$ cat src/rtl/token_decoder_if.sv
// Token-in / character-out handshake bundle for token_decoder.
//   tok_valid/tok_ready/tok_id : token ID offered by the producer
//   ch_valid/ch_ready          : character beat handshake toward the sink
//   ch_data/ch_last            : character payload and end-of-word flag
// master = producer/sink side, slave = decoder side.
interface token_decoder_if #(
   parameter int unsigned TOKEN_WIDTH = 4,
   parameter int unsigned DATA_WIDTH  = 8
);
   logic                   tok_valid;
   logic                   tok_ready;
   logic [TOKEN_WIDTH-1:0] tok_id;
   logic                   ch_valid;
   logic                   ch_ready;
   logic [DATA_WIDTH-1:0]  ch_data;
   logic                   ch_last;

   modport master (
      output tok_valid, tok_id, ch_ready,
      input  tok_ready, ch_valid, ch_data, ch_last
   );

   modport slave (
      input  tok_valid, tok_id, ch_ready,
      output tok_ready, ch_valid, ch_data, ch_last
   );
endinterface

$ cat src/rtl/token_decoder.sv
// Detokenizer: takes one token ID, scans the vocab SRAM (null-terminated words
// packed from address 0) for the k-th word and streams its characters,
// terminator included, as valid/ready beats.
//   clk, rst_n       : clock, asynchronous active-low reset
//   bus (slave)      : token handshake in, character stream out
//   vocab_cs/addr    : vocab SRAM read strobe and address (data one cycle later)
//   vocab_dout       : vocab SRAM read data
//   err              : one-cycle pulse, word not found or runs off end of memory
//   busy             : high whenever not idle
module token_decoder #(
   parameter int unsigned ADDR_WIDTH  = 4,
   parameter int unsigned DATA_WIDTH  = 8,
   parameter int unsigned TOKEN_WIDTH = 4
) (
   input  logic                  clk,
   input  logic                  rst_n,
   token_decoder_if.slave        bus,
   output logic                  vocab_cs,
   output logic [ADDR_WIDTH-1:0] vocab_addr,
   input  logic [DATA_WIDTH-1:0] vocab_dout,
   output logic                  err,
   output logic                  busy
);
   localparam int unsigned CNT_WIDTH = TOKEN_WIDTH + 1;
   localparam logic [ADDR_WIDTH-1:0] ADDR_MAX = '1;

   // State bits double as registered outputs:
   // [0] tok_ready, [1] busy, [2] vocab_cs, [3] ch_valid, [4] emit phase
   typedef enum logic [4:0] {
      IDLE     = 5'b00001,
      SEEK_RD  = 5'b00110,
      SEEK_CHK = 5'b00010,
      EMIT_RD  = 5'b10110,
      EMIT_CHK = 5'b10010,
      EMIT_OUT = 5'b11010
   } state_t;

   state_t                  state;
   logic [TOKEN_WIDTH-1:0]  id;
   logic [CNT_WIDTH-1:0]    cnt;
   logic [ADDR_WIDTH-1:0]   addr;
   logic [DATA_WIDTH-1:0]   ch_data_q;
   logic                    ch_last_q;

   logic                    at_end;
   logic [CNT_WIDTH-1:0]    cnt_inc;

   assign at_end  = (addr == ADDR_MAX);
   assign cnt_inc = cnt + CNT_WIDTH'(1);

   assign bus.tok_ready = state[0];
   assign busy          = state[1];
   assign vocab_cs      = state[2];
   assign bus.ch_valid  = state[3];
   assign bus.ch_data   = ch_data_q;
   assign bus.ch_last   = ch_last_q;
   assign vocab_addr    = addr;

   // Seek/emit sequencer
   always_ff @(posedge clk or negedge rst_n) begin
      if (!rst_n) begin
         state     <= IDLE;
         id        <= '0;
         cnt       <= '0;
         addr      <= '0;
         ch_data_q <= '0;
         ch_last_q <= 1'b0;
         err       <= 1'b0;
      end else begin
         err <= 1'b0;
         unique case (state)
            IDLE: begin
               if (bus.tok_valid) begin
                  id    <= bus.tok_id;
                  cnt   <= '0;
                  addr  <= '0;
                  state <= (bus.tok_id == '0) ? EMIT_RD : SEEK_RD;
               end
            end

            SEEK_RD: state <= SEEK_CHK;

            // Count terminators; the word starts right after the id-th one
            SEEK_CHK: begin
               if (vocab_dout != '0) begin
                  if (at_end) begin
                     err   <= 1'b1;
                     state <= IDLE;
                  end else begin
                     addr  <= addr + ADDR_WIDTH'(1);
                     state <= SEEK_RD;
                  end
               end else if (cnt_inc == {1'b0, id}) begin
                  if (at_end) begin
                     err   <= 1'b1;
                     state <= IDLE;
                  end else begin
                     addr  <= addr + ADDR_WIDTH'(1);
                     state <= EMIT_RD;
                  end
               end else begin
                  cnt <= cnt_inc;
                  if (at_end) begin
                     err   <= 1'b1;
                     state <= IDLE;
                  end else begin
                     addr  <= addr + ADDR_WIDTH'(1);
                     state <= SEEK_RD;
                  end
               end
            end

            EMIT_RD: state <= EMIT_CHK;

            // Last beat is the terminator, or the final address if memory ends first
            EMIT_CHK: begin
               ch_data_q <= vocab_dout;
               ch_last_q <= (vocab_dout == '0) || at_end;
               state     <= EMIT_OUT;
            end

            EMIT_OUT: begin
               if (bus.ch_ready) begin
                  if (ch_data_q == '0) begin
                     state <= IDLE;
                  end else if (at_end) begin
                     err   <= 1'b1;
                     state <= IDLE;
                  end else begin
                     addr  <= addr + ADDR_WIDTH'(1);
                     state <= EMIT_RD;
                  end
               end
            end

            default: state <= IDLE;
         endcase
      end
   end
endmodule

$ cat src/flat_wrapper.sv
// flat-port wrapper written by rule: the top's interface ports become plain ports
module token_decoder_flat 
#(
   parameter int unsigned ADDR_WIDTH  = 4,
   parameter int unsigned DATA_WIDTH  = 8,
   parameter int unsigned TOKEN_WIDTH = 4
)
  (clk, rst_n, vocab_cs, vocab_addr, vocab_dout, err, busy, bus_tok_valid, bus_tok_id, bus_ch_ready, bus_tok_ready, bus_ch_valid, bus_ch_data, bus_ch_last);
  token_decoder_if #(.TOKEN_WIDTH(TOKEN_WIDTH), .DATA_WIDTH(DATA_WIDTH)) bus_i ();
  input  logic clk;
  input  logic rst_n;
  output logic vocab_cs;
  output logic [ADDR_WIDTH-1:0] vocab_addr;
  input  logic [DATA_WIDTH-1:0] vocab_dout;
  output logic err;
  output logic busy;
  input wire logic [$bits(bus_i.tok_valid)-1:0] bus_tok_valid;
  input wire logic [$bits(bus_i.tok_id)-1:0] bus_tok_id;
  input wire logic [$bits(bus_i.ch_ready)-1:0] bus_ch_ready;
  output wire logic [$bits(bus_i.tok_ready)-1:0] bus_tok_ready;
  output wire logic [$bits(bus_i.ch_valid)-1:0] bus_ch_valid;
  output wire logic [$bits(bus_i.ch_data)-1:0] bus_ch_data;
  output wire logic [$bits(bus_i.ch_last)-1:0] bus_ch_last;
  assign bus_i.tok_valid = bus_tok_valid;
  assign bus_i.tok_id = bus_tok_id;
  assign bus_i.ch_ready = bus_ch_ready;
  assign bus_tok_ready = bus_i.tok_ready;
  assign bus_ch_valid = bus_i.ch_valid;
  assign bus_ch_data = bus_i.ch_data;
  assign bus_ch_last = bus_i.ch_last;
  token_decoder #(.ADDR_WIDTH(ADDR_WIDTH), .DATA_WIDTH(DATA_WIDTH), .TOKEN_WIDTH(TOKEN_WIDTH)) u_core (.clk(clk), .rst_n(rst_n), .bus(bus_i), .vocab_cs(vocab_cs), .vocab_addr(vocab_addr), .vocab_dout(vocab_dout), .err(err), .busy(busy));
endmodule
$ cat config.mk
export PLATFORM = sky130hd
export DESIGN_NAME = token_decoder_flat
export DESIGN_NICKNAME = d
export VERILOG_FILES = /design/src/rtl/token_decoder_if.sv /design/src/rtl/token_decoder.sv /design/src/flat_wrapper.sv
export SDC_FILE = /design/constraint.sdc
export NUM_CORES = 1
export LEC_CHECK = 0
export ABC_AREA = 1
export CAP_MARGIN = 20
export CELL_PAD_IN_SITES_DETAIL_PLACEMENT = 0
export CELL_PAD_IN_SITES_GLOBAL_PLACEMENT = 1
export CORE_ASPECT_RATIO = 0.8
export CORE_MARGIN = 4
export CORE_UTILIZATION = 37
export CTS_BUF_LIST = sky130_fd_sc_hd__clkbuf_2
export CTS_CLUSTER_SIZE = 10
export DETAILED_ROUTE_END_ITERATION = 12
export GPL_TIMING_DRIVEN = 0
export MAX_ROUTING_LAYER = met4
export PLACE_DENSITY_LB_ADDON = 0.12
export SYNTH_ARGS = -nofsm -noshare
export SYNTH_HDL_FRONTEND = slang
export SYNTH_SLANG_ARGS = --single-unit
$ cat constraint.sdc
create_clock -name clk -period 1.7 [get_ports clk]
set_input_delay 0.34 -clock clk [delete_from_list [all_inputs] [get_ports clk]]
set_output_delay 0.34 -clock clk [all_outputs]
set_load 0.03 [all_outputs]
==> metrics.txt <==
# TYPE chip_impl_metric gauge
chip_impl_info{name="status",value="finished clean"} 1
chip_impl_info{name="path_cells",value="ha_4 > inv_2 > nand2_2 > nand2_2 > nor2_4 > nand2_2 > nor2_4 > nand3_4 > nand3_4 > nand2_1 > nand2_1"} 1
chip_impl_metric{name="worstPathMaxFanout",unit=""} 6
chip_impl_metric{name="area.growth.synth_to_final",unit="%"} 33.9
chip_impl_metric{name="num-nets-final",unit=""} 267
chip_impl_metric{name="synth_area_per_cell",unit="um^2"} 7.62
chip_impl_metric{name="n_fill_cell",unit=""} 411
chip_impl_metric{name="vdd.ir_drop.worst",unit="uV"} 650
chip_impl_metric{name="switching_power_share_of_the_total",unit=""} 0.470
chip_impl_metric{name="max_stage_delay_on_crit_path",unit="ps"} 510
chip_impl_info{name="yosys-top-cells-area",value="sky130_fd_sc_hd__dfrtp_1 (43%), sky130_fd_sc_hd__nand2_1 (16%), sky130_fd_sc_hd__inv_1 (6.0%), sky130_fd_sc_hd__nand4_1 (4.0%), sky130_fd_sc_hd__nor2_1 (3.9%)"} 1
chip_impl_metric{name="layoutNonFillerInstCount",unit=""} 303
chip_impl_metric{name="synthMuxAreaShare",unit=""} 0
chip_impl_info{name="hold_path_class",value="input port to asynchronous set/reset pin"} 1
chip_impl_metric{name="fin_worst_skew",unit="ps"} 21.2
chip_impl_metric{name="totalWireLength",unit="mm"} 3.58
chip_impl_metric{name="leakagePower",unit="uW"} 0.00100
chip_impl_info{name="setup.worst_path.class",value="register to register"} 1
chip_impl_metric{name="required",unit="ps"} 2010
chip_impl_metric{name="power.density_cell_area",unit="nW/um^2"} 1310
chip_impl_metric{name="finalHoldViolations",unit=""} 0
chip_impl_info{name="most_frequently_used_flop_master_after_synthesis",value="sky130_fd_sc_hd__dfrtp_1"} 1
chip_impl_metric{name="period_utilization_post_route",unit=""} 0.969
chip_impl_info{name="rsz_0062_raised_after_global_routing",value="true"} 1
chip_impl_metric{name="antenna_violating_nets_post_route",unit=""} 0
chip_impl_metric{name="fin_crit",unit="ps"} 1650
chip_impl_info{name="post-synth-top-area-cell",value="sky130_fd_sc_hd__dfrtp_1"} 1
chip_impl_metric{name="synth.ff_latch_count",unit=""} 28
chip_impl_metric{name="synth_edf_count",unit=""} 0
chip_impl_info{name="tritoncts_clock_tree",value="built"} 1
chip_impl_metric{name="postSynthCellCount",unit=""} 204
chip_impl_info{name="worst_setup_path_startpoint",value="u_core.cnt[1]"} 1
chip_impl_metric{name="finalWeightedCongestion",unit=""} 0.739
chip_impl_metric{name="layout-drive-gt1-share",unit=""} 0.185
chip_impl_metric{name="cts.path.max_buffers",unit=""} 2
chip_impl_metric{name="wirelength_met1",unit="mm"} 1.94
chip_impl_metric{name="power.switching",unit="uW"} 1280
chip_impl_metric{name="fp-row-count",unit=""} 20
chip_impl_metric{name="clk_pin_slew_worst_paths",unit="ps"} 260
chip_impl_info{name="crit_path_frequent_cell",value="sky130_fd_sc_hd__nand2_2"} 1
chip_impl_metric{name="grt_first_pass_wirelength",unit="mm"} 6.23
chip_impl_metric{name="clock_latency",unit="ps"} 370
chip_impl_metric{name="cap_viol_max_count",unit=""} 0
chip_impl_metric{name="setup-tns-final",unit="ps"} 0
chip_impl_metric{name="post_synth_fa_ha_maj_area_fraction",unit=""} 0.0161
chip_impl_metric{name="synth.cell_area",unit="um^2"} 1550
chip_impl_metric{name="grt_remaining_overflow",unit=""} 0
chip_impl_metric{name="timing.max_slew.rel_slack",unit=""} 0.636
chip_impl_metric{name="share_clk_of_total_power",unit=""} 0.093
chip_impl_metric{name="first_global_vias",unit=""} 1282
chip_impl_metric{name="die_w",unit="um"} 80.5
chip_impl_metric{name="power.share.combinational",unit=""} 0.526
chip_impl_metric{name="ctsHoldBuffers",unit=""} 0
chip_impl_metric{name="fin_total_pwr",unit="uW"} 2720
chip_impl_metric{name="finalSetupViolCount",unit=""} 0
chip_impl_metric{name="grt_start_max_net_pins",unit=""} 20
chip_impl_info{name="clockRootBuffer",value="sky130_fd_sc_hd__clkbuf_2"} 1
chip_impl_metric{name="ioPinCount",unit=""} 34
chip_impl_metric{name="synth-xor-area-share",unit=""} 0.0113
chip_impl_metric{name="grt_use_total",unit=""} 0.154
chip_impl_metric{name="dpl.hpwl",unit="mm"} 2.76
chip_impl_info{name="synth_most_common_cell",value="sky130_fd_sc_hd__nand2_1"} 1
chip_impl_metric{name="synth_top_area_share",unit=""} 0.435
chip_impl_metric{name="async_reset_ff_frac",unit=""} 1.00
chip_impl_metric{name="routed-via-count",unit=""} 1368
chip_impl_metric{name="antenna_violations_before_repair",unit=""} 0
chip_impl_metric{name="number_of_buffers_added_by_the_clock_tree_synthesis_step",unit=""} 3
chip_impl_metric{name="placed_cells",unit=""} 293
chip_impl_metric{name="worstMarginPinSlew",unit="ps"} 545
chip_impl_metric{name="synthesis.yosys.warnings",unit=""} 0
chip_impl_metric{name="synth.lib_cells_used.distinct",unit=""} 25
chip_impl_metric{name="avgViaCountPerCell",unit=""} 4.51
chip_impl_metric{name="peak_freq",unit="MHz"} 607
chip_impl_metric{name="placed_cell_area",unit="um^2"} 1980
chip_impl_metric{name="arrival",unit="ps"} 1960
chip_impl_info{name="synth_top_family_by_area",value="simple AND/OR/NAND/NOR gates"} 1
chip_impl_metric{name="die_h",unit="um"} 66.0
chip_impl_metric{name="antenna_cells",unit=""} 0
chip_impl_metric{name="ctsHtreeMaxLevel",unit=""} 1
chip_impl_metric{name="r2r.worst_path.cells",unit=""} 11
chip_impl_metric{name="cts.sink_count",unit=""} 28
chip_impl_metric{name="synth_compound_area_frac",unit=""} 0.0644
chip_impl_info{name="synthTopCellsByCount",value="sky130_fd_sc_hd__nand2_1 (66), sky130_fd_sc_hd__dfrtp_1 (27), sky130_fd_sc_hd__inv_1 (25)"} 1
chip_impl_metric{name="buffer_ports.inserted",unit=""} 33
chip_impl_info{name="critPathCaptureType",value="register"} 1
chip_impl_metric{name="starting_density",unit=""} 0.396
chip_impl_metric{name="cell_internal_pwr",unit="uW"} 1440
chip_impl_info{name="crit_path_top_delay_cell",value="sky130_fd_sc_hd__dfrtp_2"} 1
chip_impl_metric{name="worst_hold_slack",unit="ps"} 274
chip_impl_metric{name="pins_over_slew_limit",unit=""} 0
chip_impl_metric{name="met3RoutedLength",unit="um"} 151
chip_impl_metric{name="design.core.area",unit="um^2"} 3930
chip_impl_metric{name="initialDrtViolationCount",unit=""} 72
chip_impl_metric{name="syn_nets",unit=""} 222
chip_impl_metric{name="synth.yosys.seq_area_share",unit=""} 0.452
chip_impl_metric{name="drt_drc_violations_left",unit=""} 0
chip_impl_metric{name="first_drt_pass_iteration_count",unit=""} 4
chip_impl_info{name="startpoint_type",value="register"} 1
chip_impl_info{name="top_layer_used",value="met4"} 1
chip_impl_metric{name="simple_gate_share_of_the_synthesized_area",unit=""} 0.376
chip_impl_metric{name="final_area",unit="um^2"} 2080
chip_impl_metric{name="pwr-share-seq",unit=""} 0.381
chip_impl_metric{name="wl_met2",unit="mm"} 1.46
chip_impl_metric{name="dieArea",unit="um^2"} 5310
chip_impl_metric{name="wl_per_cell",unit="um"} 11.8
chip_impl_info{name="reg2reg_from",value="u_core.cnt[1]"} 1
kinds of logic (layout without fill, tap and decap cells):
family                     count (synthesis)  in the layout
AOI/OAI and AO/OA                         19             19
xor gates and xnor gates                   2              2
adders and majority gates                  2              2
buffers and inverters                     32             76
DFF                                       28             28
and+or+nand+nor                          121            121
through the flow:
stage / utilization / setup WS, ps
global placement: 0.497 / -170
global route: 0.530 / -27.2
finish: 0.530 / 53.3
detailed placement: 0.504 / -83.8
floorplan: - / 190
CTS: 0.506 / 20.5
state kept, by name (all words and copies together) (netlist names):
name                count
u_core.bus.ch_data      8
u_core.cnt              5
u_core.state            5
u_core.id               4
u_core.vocab_addr       4
u_core.bus.ch_last      1
u_core.err              1
cell usage in the layout, fill, tap and decap left out, types with 3 or more instances in the layout:
master                            count
sky130_fd_sc_hd__nand2_1             60
sky130_fd_sc_hd__dfrtp_1             25
sky130_fd_sc_hd__inv_1               24
sky130_fd_sc_hd__nor2_1              15
sky130_fd_sc_hd__clkdlybuf4s50_1     15
sky130_fd_sc_hd__dlygate4sd2_1       15
sky130_fd_sc_hd__nand4_1             10
sky130_fd_sc_hd__nand3_1              9
sky130_fd_sc_hd__o21ai_1              9
sky130_fd_sc_hd__nand2_2              8
sky130_fd_sc_hd__buf_4                7
sky130_fd_sc_hd__inv_2                6
sky130_fd_sc_hd__nor2_4               6
sky130_fd_sc_hd__o21ai_0              6
sky130_fd_sc_hd__clkbuf_2             5
sky130_fd_sc_hd__nand3_2              3
per-layer routing:
metal / global-route usage / vias to the layer above
met5: - / -
met4: 0.0253 / 0
met3: 0.0327 / 2
met2: 0.210 / 25
met1: 0.237 / 602
li1: - / 739
final timing paths:
| path | endpoint | slack (ps) |
|---|---|---|
| max | u_core.cnt[3] | 50 |
| min reg2reg | u_core.bus.ch_data[1] | 530 |
| max in group asynchronous | u_core.state[0] | 840 |
| max reg2reg | u_core.cnt[3] | 50 |
| min in group clk | u_core.bus.ch_data[4] | 500 |
| min | u_core.bus.ch_data[6] | 270 |
critical path, delay by kind of cell, from the launching register on:
kind	cells	cell delay, ps
and+or+nand+nor	9	770
buffers and inverters	1	30
DFF	1	510
adders and majority gates	1	280
power by group through the flow:
stage	Clock, uW	Sequential, uW	Combinational, uW
2_1_floorplan	0	1310	604
3_3_place_gp	0	1060	1330
3_5_place_dp	0	1060	1350
4_1_cts	266	1030	1280
5_1_grt	297	1080	1590
6_report	252	1040	1430
area by class of cell:
class	instances	area, um^2	share of cell area
multi-input combinational	144	782	0.376
timing repair buffer	40	380	0.183
sequential	28	704	0.339
clock buffer	4	20.0	0.00962
tap	55	68.8	0.0331
inverter	30	113	0.0541
buffer	2	12.5	0.00601
timing repair:
action                     in CTS  in global routing
gates cloned                    0                  0
pin swaps                       0                  8
gates resized for setup        21                 17
setup buffers                   1                  5
setup endpoints to repair      23                  8
No activity file was read; power rests on OpenSTA's default activity.
